**src/rtl/stack_alu_if.sv**
```systemverilog
// Operation and status bundle between a stack-machine sequencer and stack_alu.
// The master issues opcodes and push data; the slave returns results and flags.
interface stack_alu_if #(
  parameter int WIDTH = 4
);
  logic [2:0]       opcode;
  logic [WIDTH-1:0] input_data;
  logic [WIDTH-1:0] output_data;
  logic             empty;
  logic             full;
  logic             overflow;

  modport master (
    output opcode, input_data,
    input  output_data, empty, full, overflow
  );

  modport slave (
    input  opcode, input_data,
    output output_data, empty, full, overflow
  );
endinterface

```
**src/rtl/stack_alu.sv**
```systemverilog
// LIFO stack of signed entries with an in-place add/multiply of the top two entries.
// One opcode per clock; result and signed-overflow flag are registered.
module stack_alu #(
  parameter int DEPTH = 256,
  parameter int WIDTH = 4
) (
  input  logic        clk,
  input  logic        rst_n,
  stack_alu_if.slave  bus
);
  localparam int CW = $clog2(DEPTH + 1);
  localparam int AW = (DEPTH > 1) ? $clog2(DEPTH) : 1;

  typedef enum logic [2:0] {
    OP_ADD  = 3'b100,
    OP_MUL  = 3'b101,
    OP_PUSH = 3'b110,
    OP_POP  = 3'b111
  } op_t;

  logic [WIDTH-1:0]         mem [DEPTH];
  logic [CW-1:0]            count;
  logic [WIDTH-1:0]         out_q;
  logic                     ovf_q;

  logic [AW-1:0]            push_idx;
  logic [AW-1:0]            top_idx;
  logic [AW-1:0]            below_idx;
  logic signed [WIDTH-1:0]  a;
  logic signed [WIDTH-1:0]  b;
  logic signed [WIDTH:0]    sum;
  logic signed [2*WIDTH-1:0] prod;
  logic                     add_ovf;
  logic                     mul_ovf;
  logic [WIDTH-1:0]         alu_res;
  logic                     alu_ovf;
  logic                     is_empty;
  logic                     is_full;
  logic                     can_arith;
  logic                     is_arith;

  // Index arithmetic wraps modulo DEPTH; a full stack's push slot aliases 0 but is never written.
  assign push_idx  = AW'(count);
  assign top_idx   = AW'(count) - AW'(1);
  assign below_idx = AW'(count) - AW'(2);

  assign a = mem[top_idx];
  assign b = mem[below_idx];

  assign sum  = {b[WIDTH-1], b} + {a[WIDTH-1], a};
  assign prod = (2*WIDTH)'(b) * (2*WIDTH)'(a);

  assign add_ovf = sum[WIDTH] ^ sum[WIDTH-1];
  assign mul_ovf = (prod[2*WIDTH-1:WIDTH-1] != {(WIDTH+1){prod[WIDTH-1]}});

  assign is_arith = (bus.opcode == OP_ADD) || (bus.opcode == OP_MUL);
  assign alu_res  = (bus.opcode == OP_MUL) ? prod[WIDTH-1:0] : sum[WIDTH-1:0];
  assign alu_ovf  = (bus.opcode == OP_MUL) ? mul_ovf : add_ovf;

  assign is_empty  = (count == '0);
  assign is_full   = (count == CW'(DEPTH));
  assign can_arith = (count >= CW'(2));

  // Storage has no reset; only the count defines which entries are live.
  always_ff @(posedge clk) begin
    if (rst_n) begin
      if (bus.opcode == OP_PUSH && !is_full) begin
        mem[push_idx] <= bus.input_data;
      end else if (is_arith && can_arith) begin
        mem[below_idx] <= alu_res;
      end
    end
  end

  always_ff @(posedge clk or negedge rst_n) begin
    if (!rst_n) begin
      count <= '0;
      out_q <= '0;
      ovf_q <= 1'b0;
    end else begin
      case (bus.opcode)
        OP_PUSH: begin
          ovf_q <= 1'b0;
          if (!is_full) count <= count + CW'(1);
        end
        OP_POP: begin
          ovf_q <= 1'b0;
          if (!is_empty) begin
            out_q <= a;
            count <= count - CW'(1);
          end
        end
        OP_ADD, OP_MUL: begin
          if (can_arith) begin
            out_q <= alu_res;
            ovf_q <= alu_ovf;
            count <= count - CW'(1);
          end
        end
        default: begin
        end
      endcase
    end
  end

  assign bus.output_data = out_q;
  assign bus.overflow    = ovf_q;
  assign bus.empty       = is_empty;
  assign bus.full        = is_full;
endmodule

```
**src/flat_wrapper.sv**
```systemverilog
// flat-port wrapper written by rule: the top's interface ports become plain ports
module stack_alu_flat 
#(
  parameter int DEPTH = 256,
  parameter int WIDTH = 4
)
  (clk, rst_n, bus_opcode, bus_input_data, bus_output_data, bus_empty, bus_full, bus_overflow);
  stack_alu_if #(.WIDTH(WIDTH)) bus_i ();
  input  logic clk;
  input  logic rst_n;
  input wire logic [$bits(bus_i.opcode)-1:0] bus_opcode;
  input wire logic [$bits(bus_i.input_data)-1:0] bus_input_data;
  output wire logic [$bits(bus_i.output_data)-1:0] bus_output_data;
  output wire logic [$bits(bus_i.empty)-1:0] bus_empty;
  output wire logic [$bits(bus_i.full)-1:0] bus_full;
  output wire logic [$bits(bus_i.overflow)-1:0] bus_overflow;
  assign bus_i.opcode = bus_opcode;
  assign bus_i.input_data = bus_input_data;
  assign bus_output_data = bus_i.output_data;
  assign bus_empty = bus_i.empty;
  assign bus_full = bus_i.full;
  assign bus_overflow = bus_i.overflow;
  stack_alu #(.DEPTH(DEPTH), .WIDTH(WIDTH)) u_core (.clk(clk), .rst_n(rst_n), .bus(bus_i));
endmodule
```
**config.mk**
```make
export PLATFORM = sky130hd
export DESIGN_NAME = stack_alu_flat
export DESIGN_NICKNAME = d
export VERILOG_FILES = /design/src/rtl/stack_alu_if.sv /design/src/rtl/stack_alu.sv /design/src/flat_wrapper.sv
export SDC_FILE = /design/constraint.sdc
export NUM_CORES = 2
export LEC_CHECK = 0
export CAP_MARGIN = 20
export CORE_MARGIN = 2
export CORE_UTILIZATION = 40
export DETAILED_ROUTE_END_ITERATION = 10
export SYNTH_ARGS = -nofsm -noshare
export SYNTH_HDL_FRONTEND = slang
export SYNTH_SLANG_ARGS = --single-unit
```
**constraint.sdc**
```tcl
create_clock -name clk -period 20.5 [get_ports clk]
set_input_delay 5.125 -clock clk [delete_from_list [all_inputs] [get_ports clk]]
set_output_delay 5.125 -clock clk [all_outputs]
set_load 0.005 [all_outputs]
```
==> impl_metrics.json <==
{
  "drive_above_1_share_pct": 32.43,
  "die_h_um": 360.4,
  "synth-edff-count": 1024,
  "hold_path.class": "reg -> reg",
  "crit_top_cell": "buf_4",
  "syn_area_sq_mm": 0.05081,
  "cp-end-kind": "flip-flop",
  "area_delta_synth_final_pct": 10.95,
  "tns_ns": 0,
  "core_sq_mm": 0.1259,
  "status": "finished clean",
  "fin_worst_skew_ns": 0.04098,
  "antenna_found_initial": 5,
  "io_pins": 16,
  "multi_input_area_sq_mm": 0.01881,
  "drtAntennaViolNets": 0,
  "numCtsBuffers": 107,
  "worst_path_max_delay_cell": "ha_4",
  "slew_headroom_pct": 19.10,
  "synth_seq_cells": 1038,
  "num_rows": 130,
  "synth_cell_types": 59,
  "tightest_slew_ns": 1.214,
  "synth_fp_nets": 2708,
  "wl_per_cell_um": 33.96,
  "synth.avg_cell_area_sq_um": 19.09,
  "netlist_top_cells_area": "edfxtp_1 61%, mux4_2 28%, nor2_1 2.2%, mux2i_1 1.2%, nand2_1 0.78%",
  "yosysTopAreaCell": "edfxtp_1",
  "first_pass_iters": 5,
  "drt_iter0_markers": 4022,
  "post_cts_resized": 0,
  "grt_max_degree": 126,
  "hold_viol": 0,
  "place_hpwl_um": 95810,
  "gp_congestion": 0.8992,
  "seq_area_sq_mm": 0.03111,
  "synth_cells": 2661,
  "nNetsFinal": 2695,
  "fin_crit_ns": 9.899,
  "fillerInstances": 10617,
  "rrSetupSlack_ns": 10.60,
  "async_flop_share_pct": 1.349,
  "slew_violations": 0,
  "cts_tree": "built",
  "r2r_cells": 19,
  "worstPathMaxFanout": 96,
  "fp.dieW_um": 360.4,
  "clockBufferDepth": 3,
  "initial_core_util_pct": 40.36,
  "vias": 28663,
  "viasPerCell": 6.540,
  "cts_sinks": 1038,
  "crit_chain": "inv_2, ha_4, buf_4, mux4_2, mux4_2, o2111ai_1, nand3_1, o31ai_1, inv_1, ha_1, inv_1, fa_1, xor2_1, nand2_1, o21ai_0, o21ai_4, buf_4, buf_4, buf_4",
  "hp-start": "u_core.bus.output_data[2]",
  "cts_root_buf": "clkbuf_16",
  "grt_pass1_vias": 28883,
  "hold_buffers": 0,
  "wirelength_um": 148800,
  "max_freq_mhz": 101.0,
  "whs_path_depth": 1,
  "yosys.cell_count.top_type": "edfxtp_1",
  "grt_pass1_wl_um": 214500,
  "ys_seq_area_share_pct": 61.21,
  "critical_path.max_stage_delay_ns": 1.02,
  "track_usage_pct": 22.86,
  "ys.flop_type": "edfxtp_1",
  "critPathRequiredTime_ns": 20.85,
  "grt.overflow.total": 0,
  "worstReg2RegEnd": "u_core.mem[133][2]",
  "crit_path_start": "u_core.count[1]",
  "crit_path_start_kind": "flip-flop",
  "period_share_pct": 48.29,
  "rsz0062_at_grt": "false",
  "drc_errors": 0,
  "synth_top_area_share_pct": 60.52,
  "yosysWarnings": 0,
  "clkLatencyLatePin_ns": 0.72,
  "crit_type": "reg -> reg",
  "htree_levels": 3,
  "setup_viol": 0,
  "yosys-top-cells-count": "1024 x edfxtp_1, 627 x mux4_2, 296 x nor2_1, 105 x nand2_1, 101 x clkbuf_1",
  "worstPathArrival_ns": 10.25,
  "dieArea_sq_mm": 0.1299,
  "r2r-start": "u_core.count[1]",
  "clkTransAtPathRegs_ns": 0.06,
  "io_buffers": 15,
  "post_cts_buffers": 0,
  "hold-path-endpoint": "u_core.bus.output_data[2]",
  "drv_cap": 0
}
## worst max-delay path: cells and delay by family, from the launching register on
| kind | cells | cell delay [ns] |
|---|---|---|
| AO/OA/AOI/OAI | 4 | 1.51 |
| XOR/XNOR | 1 | 0.11 |
| adder cells (fa/ha/maj) | 3 | 1.54 |
| buffers and inverters | 7 | 3.86 |
| flip-flops | 1 | 0.73 |
| multiplexers | 2 | 1.19 |
| AND/OR/NAND/NOR | 2 | 0.34 |
## layout make-up
type / instances / area share [%]
Clock inverter: 70 / 1.285
Antenna cell: 1 / 0.004439
Inverter: 36 / 0.2397
Sequential cell: 1038 / 55.18
Tap cell: 1650 / 3.662
Timing Repair Buffer: 80 / 1.376
Multi-Input combinational cell: 1385 / 33.38
Clock buffer: 123 / 4.874
## state kept, by name, summed over array words and instances, names as in the netlist
| name | cells |
|---|---|
| u_core.bus.overflow | 1 |
| u_core.count | 9 |
| u_core.bus.output_data | 4 |
| u_core.mem | 1024 |
## worst max-delay path by stage
stage                               endpoint  slack (ns)
after floorplan             u_core.mem[0][3]        2.12
after global placement    u_core.mem[138][3]       10.41
after detailed placement   u_core.mem[11][2]       10.42
after CTS                 u_core.mem[133][2]       10.52
after global routing      u_core.mem[133][2]       10.03
final                     u_core.mem[133][2]       10.60
## cell usage in the layout, fill, tap and decap left out, types with 24 or more instances in the layout
cell       count
nor2_1       296
mux2i_1       59
clkbuf_16    107
nand2_1      101
nand3_1       29
ha_1          24
buf_4         55
inv_1         33
edfxtp_1    1024
mux4_2       627
## layer usage
layer	track usage, %	share of wire, %
met1	33.05	41
met2	35.13	46
met3	4.769	9.7
met4	6.768	2.8
met5	0	0.0087
## stage by stage
| stage | hold WS (ns) | utilization (%) | instances | worst slack [ns] | cell area [sq um] |
|---|---|---|---|---|---|
| final | 0.5156 | 44.78 | 4383 | 10.60 | 56370 |
| after CTS | 0.5301 | 44.71 | 4379 | 10.52 | 56290 |
| after global routing | 0.5445 | 44.77 | 4382 | 10.03 | 56370 |
| after floorplan | 0.4739 | - | 2661 | 2.121 | 50810 |
| after detailed placement | 0.5133 | 41.95 | 4186 | 10.42 | 52810 |
| after global placement | 0.4904 | 41.91 | 4183 | 10.41 | 52760 |
## logic make-up after synthesis
group                      after synthesis  synth area share [%]
DFF                                   1038                 61.21
muxes                                  691                 29.07
and+or+nand+nor                        489                 3.999
buffers and inverters                  238                 2.192
AOI/OAI and AO/OA                      126                 1.694
xor gates and xnor gates                41                0.7216
adders and majority gates               38                 1.113
Power is not shown: default switching activity piles up to over one toggle a cycle in this logic, so the estimate is an artifact.
